## src/rtl/pipelined_cla_adder.sv

```systemverilog
// Pipelined carry-lookahead adder/subtractor: one GROUP-bit lookahead group is
// resolved per stage, with a valid/ready handshake on both sides.
module pipelined_cla_adder #(
    parameter int WIDTH = 16,
    parameter int GROUP = 4
) (
    input  logic             clk,
    input  logic             rst,
    input  logic             in_valid,
    output logic             in_ready,
    input  logic [WIDTH-1:0] a,
    input  logic [WIDTH-1:0] b,
    input  logic             cin,
    input  logic             sub,
    output logic             out_valid,
    input  logic             out_ready,
    output logic [WIDTH-1:0] sum,
    output logic             cout,
    output logic             ovf,
    output logic             busy
);

    localparam int GSAFE = (GROUP < 1) ? 1 : GROUP;
    localparam int NG    = WIDTH / GSAFE;

    if (GROUP < 1 || (WIDTH % GSAFE) != 0) begin : g_bad_params
        $error("pipelined_cla_adder: WIDTH must be a positive multiple of GROUP");
    end

    // Stage k holds: operands (k < NG), resolved low sum bits, carry into group k.
    logic [WIDTH-1:0] a_q [NG];
    logic [WIDTH-1:0] b_q [NG];
    logic [WIDTH-1:0] s_q [NG+1];
    logic [NG:0]      c_q;
    logic [NG:0]      v_q;
    logic             ovf_q;

    logic [GROUP:0]   grp_c [NG];
    logic [GROUP-1:0] grp_s [NG];
    logic             adv;

    function automatic logic [GROUP:0] group_carries(
        input logic [WIDTH-1:0] va,
        input logic [WIDTH-1:0] vb,
        input int               lo,
        input logic             ci
    );
        logic [GROUP-1:0] g;
        logic [GROUP-1:0] p;
        logic [GROUP:0]   c;
        logic             t;
        g    = va[lo +: GROUP] & vb[lo +: GROUP];
        p    = va[lo +: GROUP] ^ vb[lo +: GROUP];
        c    = '0;
        c[0] = ci;
        // Each carry is a flat sum of generate terms gated by propagate products.
        for (int i = 0; i < GROUP; i++) begin
            c[i+1] = g[i];
            t      = p[i];
            for (int j = i - 1; j >= 0; j--) begin
                c[i+1] = c[i+1] | (t & g[j]);
                t      = t & p[j];
            end
            c[i+1] = c[i+1] | (t & ci);
        end
        return c;
    endfunction

    always_comb begin
        for (int k = 0; k < NG; k++) begin
            grp_c[k] = group_carries(a_q[k], b_q[k], k * GROUP, c_q[k]);
            grp_s[k] = a_q[k][k*GROUP +: GROUP] ^ b_q[k][k*GROUP +: GROUP]
                       ^ grp_c[k][GROUP-1:0];
        end
    end

    // Handshake: a beat moves on a rising edge when valid & ready are both high.
    // The whole pipe advances together whenever the output slot is empty or is
    // being drained, so in_ready depends combinationally on out_ready.
    assign adv       = ~v_q[NG] | out_ready;
    assign in_ready  = adv & rst;
    assign out_valid = v_q[NG];
    assign sum       = s_q[NG];
    assign cout      = c_q[NG];
    assign ovf       = ovf_q;
    assign busy      = |v_q;

    // Data registers only load behind a valid beat, so outputs stay 0 until
    // the first real result arrives.
    always_ff @(posedge clk or negedge rst) begin
        if (!rst) begin
            v_q   <= '0;
            c_q   <= '0;
            ovf_q <= 1'b0;
            for (int k = 0; k < NG; k++) begin
                a_q[k] <= '0;
                b_q[k] <= '0;
            end
            for (int k = 0; k <= NG; k++) begin
                s_q[k] <= '0;
            end
        end else if (adv) begin
            v_q[0] <= in_valid;
            if (in_valid) begin
                a_q[0] <= a;
                b_q[0] <= sub ? ~b : b;
                c_q[0] <= sub | cin;
            end
            for (int k = 1; k < NG; k++) begin
                if (v_q[k-1]) begin
                    a_q[k] <= a_q[k-1];
                    b_q[k] <= b_q[k-1];
                end
            end
            for (int k = 1; k <= NG; k++) begin
                v_q[k] <= v_q[k-1];
                if (v_q[k-1]) begin
                    s_q[k]                      <= s_q[k-1];
                    s_q[k][(k-1)*GROUP +: GROUP] <= grp_s[k-1];
                    c_q[k]                      <= grp_c[k-1][GROUP];
                end
            end
            if (v_q[NG-1]) begin
                ovf_q <= grp_c[NG-1][GROUP] ^ grp_c[NG-1][GROUP-1];
            end
        end
    end

endmodule

```

## config.mk

```make
export PLATFORM = sky130hd
export DESIGN_NAME = pipelined_cla_adder
export DESIGN_NICKNAME = d
export VERILOG_FILES = /design/src/rtl/pipelined_cla_adder.sv
export SDC_FILE = /design/constraint.sdc
export NUM_CORES = 1
export LEC_CHECK = 0
export CORE_ASPECT_RATIO = 0.7
export CORE_UTILIZATION = 35
export DETAILED_ROUTE_END_ITERATION = 10
export DONT_BUFFER_PORTS = 1
export SLEW_MARGIN = 20
export SYNTH_ARGS = -nofsm -noshare
export SYNTH_HDL_FRONTEND = slang
export SYNTH_SLANG_ARGS = --single-unit
```

## constraint.sdc

```tcl
create_clock -name clk -period 1.6 [get_ports clk]
set_input_delay 0.16 -clock clk [delete_from_list [all_inputs] [get_ports clk]]
set_output_delay 0.16 -clock clk [all_outputs]
set_load 0.02 [all_outputs]
```

==> metrics <==
Critical R2R Launch a_q[48]$_DFFE_PN0P_; gpl congestion approximately 0.7; Ports 59; Setup WS pre-CTS -0.0318 ns; DP Area approximately 6000 um^2; fin worst setup slack 0.0730 ns; Inserted Clock Buffers 17; CP Capture Point c_q[1]$_DFFE_PN0P_; max_cap viols 0; Initial DRC Count around 120; post-synthesis area per instance approximately 14 um^2; IO buf count 0; Max transition margin between 70% and 80%; number of buffer and inverter stages on the critical path 0; clk slew on worst S/H paths 0.05 ns; final hold violations 131; Pwr Density approximately 2100 nW/um^2; top cells by area in the synthesized netlist dfrtp_1, mux2_4, xnor2_1; final setup fails 0; Placeable Area 16500 um^2; violated checks negative hold slack; P_int 10700 uW; worst path required time 1.89 ns; GRT Total Usage between 10% and 20%; crit end category register; Crit Reg-Reg Endpoint c_q[1]$_DFFE_PN0P_; Die H 112 um; critical path type reg -> reg; hold slack -0.551 ns; WL per Instance 14.7 um; Critical Path Max Stage Delay 0.39 ns; first-pass GRT wire length 17600 um; die width around 160 um; row count 39; share of the synthesized area in the top cell type 54.7%; Clock Power Share 24.4%; Yosys warnings 12; Detail Route Antenna Nets 0; Crit Path Max Fanout 2; Comb power frac 35.8%; Sw Ratio between 30% and 40%; CTS Sinks 131; Synth cell types 31; syn nets 481; CP max-delay cell dfrtp_1; final setup skew between 0.007 and 0.008 ns; Max Freq 655 MHz; final slew viol count 0; outcome finished with violations; layout cells sized above 1 28.0%; effective utilization at floorplan 36.2%; CTS H-tree depth 4; critical path, cell by cell ha_1 -> a211oi_2 -> o21bai_1 -> a211oi_1 -> nor2_1; critical path launch point type register; Worst Max-Slew Pin Slew 0.435 ns; Critical Path Source a_q[48]$_DFFE_PN0P_; Min-Delay Path Class in -> async; cts hold-fix bufs 51; HPWL after DPL 7210 um; switching power 4850 uW; post-synth top area cell dfrtp_1; Nets 534; DRT Pass-1 Iters 5; synthesized instance count 423; fin area 7250 um^2; synthesized area about 6000 um^2; Die Area 17700 um^2; largest net degree at the start of global routing roughly 130; DRC Markers 0; period utilization 95.4%; Flop pwr share 39.8%; R2R depth 5; via count 3157; Worst VDD drop 0.00101 V; DR vias/cell 4.44; deepest clock path buffer count 2; initial antenna violation count 0; #FFs+latches synth 131; CP Data Arrival Time between 1.5 and 2 ns; vias in the first global route 3180; CTS tree built; Worst R2R Setup Slack between 0.07 and 0.08 ns; area grow syn2layout 21.0%; Min Clock Period, post-route 1.53 ns; CTS root buf clkbuf_16; clk_lat worst skew 0.40 ns; Seq/Total Area, Yosys 54.7%; total grt overflow 0; final WL 10500 um; Ant. Diodes 0; Crit path depth 5; CP delay by family, top compound AO/OA/AOI/OAI gates; RSZ-0062 raised after global routing true; Lkg Pwr around 0.0034 uW
power groups by stage:
stage,Sequential (uW),Clock (uW),Combinational [uW]
finish,6190,3790,5560
global route,6420,4020,6160
CTS,6220,3870,5520
detailed placement,6270,0,5300
global placement,6190,0,5140
floorplan,5570,0,5100
kinds of logic after synthesis:
group	Yosys count	share of synthesized area, %
mux	92	21.6
fa+ha+maj	20	4.67
flops	131	54.7
simple gates	63	4.84
compound gates	51	4.86
xor+xnor	28	4.09
buf+inv	38	5.22
worst reg2reg max path, stage by stage, from the launching register on:
cell      delay, ns
dfrtp_1        0.39
ha_1           0.31
a211oi_2       0.25
o21bai_1       0.14
a211oi_1       0.25
nor2_1         0.07
final cells by class:
class                   count  area [um^2]
clock buffers              23          468
clock inverters             6          105
fillers                  1482         9290
inverters                   4         15.0
multi-input cells         254         2440
flip-flops and latches    131         3280
well taps                 225          282
repair buffers             68          663
layer usage:
layer | track usage, % | routed length (um) | part of all wire, % | up-vias
met3 | 3.43 | 535 | 5.1 | 14
met1 | 20.5 | 5580 | 53 | 1522
met4 | 6.15 | 157 | 1.5 | 0
met5 | 0 | 0 | 0 | -
li1 | - | - | - | 1559
met2 | 17.1 | 4200 | 40 | 62
metrics by stage:
stage          utilization (%)  TNS [ns]  total power (uW)  std cells
3_5_place_dp              37.0   -0.0318             11600        629
4_1_cts                   43.6         0             15600        709
2_1_floorplan                -         0             10700        423
6_report                  43.8         0             15500        711
5_1_grt                   43.8  -0.00288             16600        711
3_3_place_gp              37.0         0             11300        629
synth_stat cells (all sizes together):
master,instances
a211oi,7
a21o,1
a21oi,3
a2bb2oi,1
and2,1
buf,33
clkbuf,1
dfrtp,131
fa,4
ha,16
inv,4
mux2,91
mux2i,1
nand2,44
nand2b,2
nand3,1
nor2,12
nor2b,1
nor3,2
o21ai,35
o21ba,1
o21bai,3
xnor2,26
xor2,2
worst min path at each step:
stage / endpoint / depth (start not counted) / slack, ns
2_1_floorplan: a_q[12]$_DFFE_PN0P_ / 0 / -0.14
3_3_place_gp: sum[2]$_DFFE_PN0P_ / 0 / -0.13
3_5_place_dp: sum[2]$_DFFE_PN0P_ / 0 / -0.13
4_1_cts: sum[2]$_DFFE_PN0P_ / 0 / -0.57
5_1_grt: sum[2]$_DFFE_PN0P_ / 0 / -0.57
6_report: sum[2]$_DFFE_PN0P_ / 0 / -0.55
registers in the layout, indices dropped and copies added, names as in the netlist:
register  count
a_q          40
b_q          40
c_q           5
ovf           1
s_q          24
sum          16
v_q           5
cells in the final DEF (no fill, tap or decap), drive strengths merged:
| cell | Yosys | layout |
|---|---|---|
| and2 | 1 | 1 |
| buf | 33 | 17 |
| nand2 | 44 | 44 |
| xor2 | 2 | 2 |
| nand3 | 1 | 1 |
| nand2b | 2 | 2 |
| ha | 16 | 16 |
| nor2b | 1 | 1 |
| o21bai | 3 | 3 |
| inv | 4 | 4 |
| a2bb2oi | 1 | 1 |
| clkbuf | 1 | 23 |
| a21oi | 3 | 3 |
| a21o | 1 | 1 |
| dlygate4sd3 | 0 | 51 |
| fa | 4 | 4 |
| bufinv | 0 | 3 |
| o21ba | 1 | 1 |
| nor3 | 2 | 2 |
| dfrtp | 131 | 131 |
| mux2i | 1 | 1 |
| nor2 | 12 | 12 |
| a211oi | 7 | 7 |
| mux2 | 91 | 91 |
| clkinv | 0 | 3 |
| xnor2 | 26 | 26 |
| o21ai | 35 | 35 |
repair_timing:
action,CTS,global route
gates resized for setup,2,5
cloned,0,0
endpoints found under the setup margin,1,9
setup buffers,0,2
pin swaps,0,4
endpoints found under the hold margin,168,131
(Power assumes the default switching activity.)
